File: config.mk
export PLATFORM = sky130hd
export DESIGN_NAME = sop_sweep_ctrl_flat
export DESIGN_NICKNAME = d
export VERILOG_FILES = /design/src/rtl/sop_sweep_if.sv /design/src/rtl/sop_sweep_ctrl.sv /design/src/flat_wrapper.sv
export SDC_FILE = /design/constraint.sdc
export NUM_CORES = 1
export LEC_CHECK = 0
export CAP_MARGIN = 0
export CORE_MARGIN = 2
export CORE_UTILIZATION = 35
export CTS_BUF_LIST = sky130_fd_sc_hd__clkbuf_8
export DETAILED_ROUTE_END_ITERATION = 12
export PLACE_DENSITY = 0.58
export SETUP_SLACK_MARGIN = 0.5
export SLEW_MARGIN = 5
export SYNTH_ARGS = -nofsm -noshare
export SYNTH_HDL_FRONTEND = slang
export SYNTH_SLANG_ARGS = --single-unit
File: constraint.sdc
create_clock -name clk -period 6.4 [get_ports clk]
set_input_delay 1.28 -clock clk [delete_from_list [all_inputs] [get_ports clk]]
set_output_delay 1.28 -clock clk [all_outputs]
set_load 0.03 [all_outputs]
File: src/rtl/sop_sweep_if.sv
// sop_sweep_if: host/datapath signals of the SOP sweep controller (master = controller, slave = host/datapath side)
interface sop_sweep_if;
  logic        start;
  logic [15:0] expected;
  logic        z1;
  logic        x1, x2, x3, x4;
  logic        busy;
  logic        done;
  logic [15:0] tt;
  logic [4:0]  err_count;
  logic        mismatch;
  modport master (
    input  start, expected, z1,
    output x1, x2, x3, x4, busy, done, tt, err_count, mismatch
  );
  modport slave (
    output start, expected, z1,
    input  x1, x2, x3, x4, busy, done, tt, err_count, mismatch
  );
endinterface

File: src/rtl/sop_sweep_ctrl.sv
// sop_sweep_ctrl: drives all 16 vectors into a 4-input SOP datapath, captures z1 into tt and counts mismatches vs expected (ports: clk, rst, bus master)
module sop_sweep_ctrl #(
  parameter int SETTLE = 2
) (
  input  logic       clk,
  input  logic       rst,
  sop_sweep_if.master bus
);
  typedef enum logic [1:0] {IDLE, DRIVE, SAMPLE, DONE} state_t;
  localparam logic [3:0] last_cnt = 4'(SETTLE - 1);
  state_t      state, state_n;
  logic [3:0]  idx, cnt;
  logic [15:0] exp_q;
  logic        z_hi, miss, accept;
  logic [4:0]  err_n;
  assign {bus.x1, bus.x2, bus.x3, bus.x4} = idx;
  always_comb begin
    z_hi   = bus.z1 === 1'b1;
    miss   = bus.z1 !== exp_q[idx];
    err_n  = bus.err_count + 5'(miss && bus.err_count != 5'd16);
    accept = state == IDLE && bus.start;
    state_n = state;
    case (state)
      IDLE:    state_n = bus.start ? DRIVE : IDLE;
      DRIVE:   state_n = cnt == last_cnt ? SAMPLE : DRIVE;
      SAMPLE:  state_n = idx == 4'd15 ? DONE : DRIVE;
      default: state_n = IDLE;
    endcase
  end
  always_ff @(posedge clk or posedge rst)
    if (rst) state <= IDLE;
    else state <= state_n;
  always_ff @(posedge clk or posedge rst) begin
    if (rst) begin
      idx           <= '0;
      cnt           <= '0;
      exp_q         <= '0;
      bus.busy      <= 1'b0;
      bus.done      <= 1'b0;
      bus.tt        <= '0;
      bus.err_count <= '0;
      bus.mismatch  <= 1'b0;
    end else begin
      bus.busy <= state_n == DRIVE || state_n == SAMPLE;
      bus.done <= state_n == DONE;
      if (accept) begin
        idx           <= '0;
        cnt           <= '0;
        exp_q         <= bus.expected;
        bus.tt        <= '0;
        bus.err_count <= '0;
        bus.mismatch  <= 1'b0;
      end
      if (state == DRIVE) cnt <= cnt + 4'd1;
      if (state == SAMPLE) begin
        bus.tt[idx]   <= z_hi;
        bus.err_count <= err_n;
        bus.mismatch  <= err_n != 5'd0;
        if (idx != 4'd15) begin
          idx <= idx + 4'd1;
          cnt <= '0;
        end
      end
    end
  end
endmodule

File: src/flat_wrapper.sv
// flat-port wrapper written by rule: the top's interface ports become plain ports
module sop_sweep_ctrl_flat 
#(
  parameter int SETTLE = 2
)
  (clk, rst, bus_start, bus_expected, bus_z1, bus_x1, bus_x2, bus_x3, bus_x4, bus_busy, bus_done, bus_tt, bus_err_count, bus_mismatch);
  sop_sweep_if bus_i ();
  input  logic clk;
  input  logic rst;
  input wire logic [$bits(bus_i.start)-1:0] bus_start;
  input wire logic [$bits(bus_i.expected)-1:0] bus_expected;
  input wire logic [$bits(bus_i.z1)-1:0] bus_z1;
  output wire logic [$bits(bus_i.x1)-1:0] bus_x1;
  output wire logic [$bits(bus_i.x2)-1:0] bus_x2;
  output wire logic [$bits(bus_i.x3)-1:0] bus_x3;
  output wire logic [$bits(bus_i.x4)-1:0] bus_x4;
  output wire logic [$bits(bus_i.busy)-1:0] bus_busy;
  output wire logic [$bits(bus_i.done)-1:0] bus_done;
  output wire logic [$bits(bus_i.tt)-1:0] bus_tt;
  output wire logic [$bits(bus_i.err_count)-1:0] bus_err_count;
  output wire logic [$bits(bus_i.mismatch)-1:0] bus_mismatch;
  assign bus_i.start = bus_start;
  assign bus_i.expected = bus_expected;
  assign bus_i.z1 = bus_z1;
  assign bus_x1 = bus_i.x1;
  assign bus_x2 = bus_i.x2;
  assign bus_x3 = bus_i.x3;
  assign bus_x4 = bus_i.x4;
  assign bus_busy = bus_i.busy;
  assign bus_done = bus_i.done;
  assign bus_tt = bus_i.tt;
  assign bus_err_count = bus_i.err_count;
  assign bus_mismatch = bus_i.mismatch;
  sop_sweep_ctrl #(.SETTLE(SETTLE)) u_core (.clk(clk), .rst(rst), .bus(bus_i));
endmodule
==> impl_metrics.py <==
metrics = {
    "timing": {
        "max_freq_mhz": 305.4,
        "finalSetupTns_ns": 0,
        "period_share": 0.5116,
        "slew-limit-headroom": 0.2862,
        "fin_skew_ns": 0.009066,
        "hold_violations": 0,
        "rsz0062_at_grt": "no",
        "slew_violations": 0,
        "tightest_slew_ns": 1.071,
        "fin_crit_ns": 3.274,
        "finalSetupViolations": 0,
    },
    "layout": {
        "antenna_cells": 0,
        "post-route-util": 0.4578,
        "fill_cells": 663,
        "nNetsFinal": 329,
        "finalInstanceArea_um2": 3110,
        "area_growth_pct": 26.51,
        "drive_above_1_share": 0.04651,
        "layoutNonFillerInstCount": 397,
    },
    "cts": {
        "clk_latency_ns": 0.31,
        "cts_tree": "done",
        "clockRootBuffer": "clkbuf_8",
        "numCtsBuffers": 5,
        "cts_resized": 0,
        "cts_max_level": 2,
        "cts_hold_buf": 0,
        "clkSinkCount": 50,
        "postCtsSetupBuffers": 0,
        "clk_path_buf_depth": 2,
        "clkTransAtPathRegs_ns": 0.09,
    },
    "yosys": {
        "synth_area_leaders": "dfrtp_1, nand2_1, nand4_1, ha_1, o211ai_1",
        "synth_edf_count": 0,
        "yosysTopAreaCell": "dfrtp_1",
        "yosys.area.top_type_share": 0.5089,
        "avgSynthCellArea_um2": 9.456,
        "synth_flop_cell": "dfrtp_1",
        "netlist_area_um2": 2459,
        "synth_nets": 289,
        "ys_ff_latch": 50,
        "synthArstFlopShare": 1.000,
        "synthCells": 260,
        "yosysUniqueCellTypes": 32,
        "ys_warn_count": 0,
        "yosysSeqAreaShare": 0.5089,
    },
    "grt": {
        "grt_max_degree": 51,
        "grt-ovfl-total": 0,
        "busiest_layer": "met2",
        "grt_pass1_wl_um": 8990,
        "grt_pass1_vias": 1866,
        "grt_util_all_layers": 0.1482,
        "antenna_found_initial": 0,
        "grt_use_met2": 0.2287,
        "use_met1": 0.2068,
        "grt_use_met3": 0.03864,
    },
    "worst_setup_path": {
        "r2r_end": "u_core.bus.mismatch",
        "r2r_start": "u_core.idx[3]",
        "cp.arrival_ns": 3.47,
        "critPathLaunchType": "input pin",
        "path_max_fanout": 17,
        "crit_path_end_kind": "register",
        "required_ns": 6.59,
        "r2r_slack_ns": 3.13,
        "critical_path_class": "in -> reg",
        "startpoint": "bus_z1",
        "rr_worst_depth": 11,
    },
    "floorplanning": {
        "core_area_um2": 6794,
        "die-area_um2": 7711,
        "die_y_um": 87.81,
        "io_pins": 48,
        "initial_core_util": 0.3619,
        "fp.dieW_um": 87.81,
        "num_rows": 30,
    },
    "drt": {
        "wl_um": 5357,
        "ant_nets": 0,
        "wire_per_inst_um": 13.49,
        "dr.pass1.iters": 4,
        "num_vias": 1959,
        "vias_per_cell": 4.935,
        "route.detailed.drc": 0,
        "drt-initial-drc-count": 143,
    },
    "power": {
        "pwr_density_cell_nw_per_um2": 363.6,
        "ir_worst_vdd_mv": 0.1233,
        "leakage_nw": 1.441,
    },
    "run_status": {
        "status": "complete, no violations",
    },
    "place": {
        "place_congestion": 0.8626,
        "dp_cells": 389,
        "dpl_cell_area_um2": 2994,
        "port_buffers": 47,
        "post-dp-hpwl_um": 3665,
    },
    "min_path": {
        "hold_path_end": "u_core.exp_q[9]",
        "min_path_cells": 2,
        "min_path_type": "reg -> reg",
        "min_from": "u_core.exp_q[9]",
    },
    "flow_run": {
        "cap_violations": 0,
    },
}
==> cell usage in the layout, fill, tap and decap left out, drive strengths merged <==
cell and instances:
nand2 77, dfrtp 50, clkdlybuf4s50 47, nand4 19
nor2 17, o211ai 11, o21ai 10, a21oi 10
ha 9, inv 6, nand2b 5, nor2b 5
clkbuf 5, mux4 5, o311ai 4, o21bai 2
nand3 2, a22o 2, buf 2, or2 1
a31oi 1, and3 1, a211oi 1, o22ai 1
a21bo 1, and2 1, o31ai 1, mux2 1
nor4 1, xnor2 1, a41oi 1, bufinv 1
==> worst max path at each step <==
stage / end / slack [ns] / cells past startpoint
3_5_place_dp: u_core.bus.mismatch / 2.81 / 10
4_1_cts: u_core.bus.mismatch / 3.10 / 11
6_report: u_core.bus.mismatch / 3.13 / 10
3_3_place_gp: u_core.bus.mismatch / 2.90 / 10
2_1_floorplan: u_core.bus.mismatch / 3.34 / 12
5_1_grt: u_core.bus.mismatch / 2.92 / 11
==> area by class of cell <==
class                      count  area [um2]  share of cell area
clock buffer                   5       68.82             0.02212
clock inverter                 3       47.55             0.01529
inverter                       4       15.01            0.004827
multi-input combinational    190        1122              0.3608
sequential                    50        1251              0.4023
tap                           96       120.1             0.03862
timing repair buffer          49       485.5              0.1561
==> report_power, final <==
group          internal [mW]  switching [mW]
clock                  0.119           0.117
sequential             0.400          0.0682
combinational          0.184           0.242
==> worst max-delay path, stage by stage <==
cell and delay, ns:
clkdlybuf4s50_1 0.81, xnor2_1 0.16, a21oi_1 0.14, ha_1 0.20, ha_1 0.27, nand2_1 0.09, a21oi_1 0.12, o21ai_1 0.08
a211oi_1 0.23, o21ai_1 0.08
==> logic make-up after synthesis <==
logic type               Yosys count  synth area share
AO/OA/AOI/OAI                     45            0.1206
XOR/XNOR                           1          0.003563
AND/OR/NAND/NOR                  129            0.2316
adder cells (fa/ha/maj)            9           0.04580
buffers and inverters             20           0.03460
flip-flops                        50            0.5089
multiplexers                       6           0.05496
==> sequential cells by signal (all words and copies together), names as in the netlist <==
signal,count
u_core.bus.tt,16
u_core.bus.done,1
u_core.idx,4
u_core.exp_q,16
u_core.bus.err_count,5
u_core.cnt,4
u_core.bus.busy,1
u_core.bus.mismatch,1
u_core.state,2
==> per-stage QoR <==
| step | power [mW] | hold WS [ns] | worst slack, ns |
|---|---|---|---|
| 2_1_floorplan | 0.7797 | 0.4373 | 3.342 |
| 3_3_place_gp | 0.8975 | 0.4524 | 2.896 |
| 3_5_place_dp | 0.9062 | 0.4555 | 2.808 |
| 4_1_cts | 1.143 | 0.4791 | 3.099 |
| 5_1_grt | 1.214 | 0.5017 | 2.922 |
| 6_report | 1.131 | 0.4749 | 3.126 |
==> per-layer routing <==
layer,wire [um],vias to the layer above
li1,-,991
met1,2691,912
met2,2344,50
met3,257,6
met4,64,0
met5,0,-
==> Yosys cell counts (all sizes together), types with 5 or more instances <==
cell    number
nand2       77
dfrtp       50
nand4       19
nor2        17
clkbuf      13
o211ai      11
a21oi       10
o21ai       10
ha           9
mux4         5
nand2b       5
nor2b        5
Power figures use the tool's default switching activity.
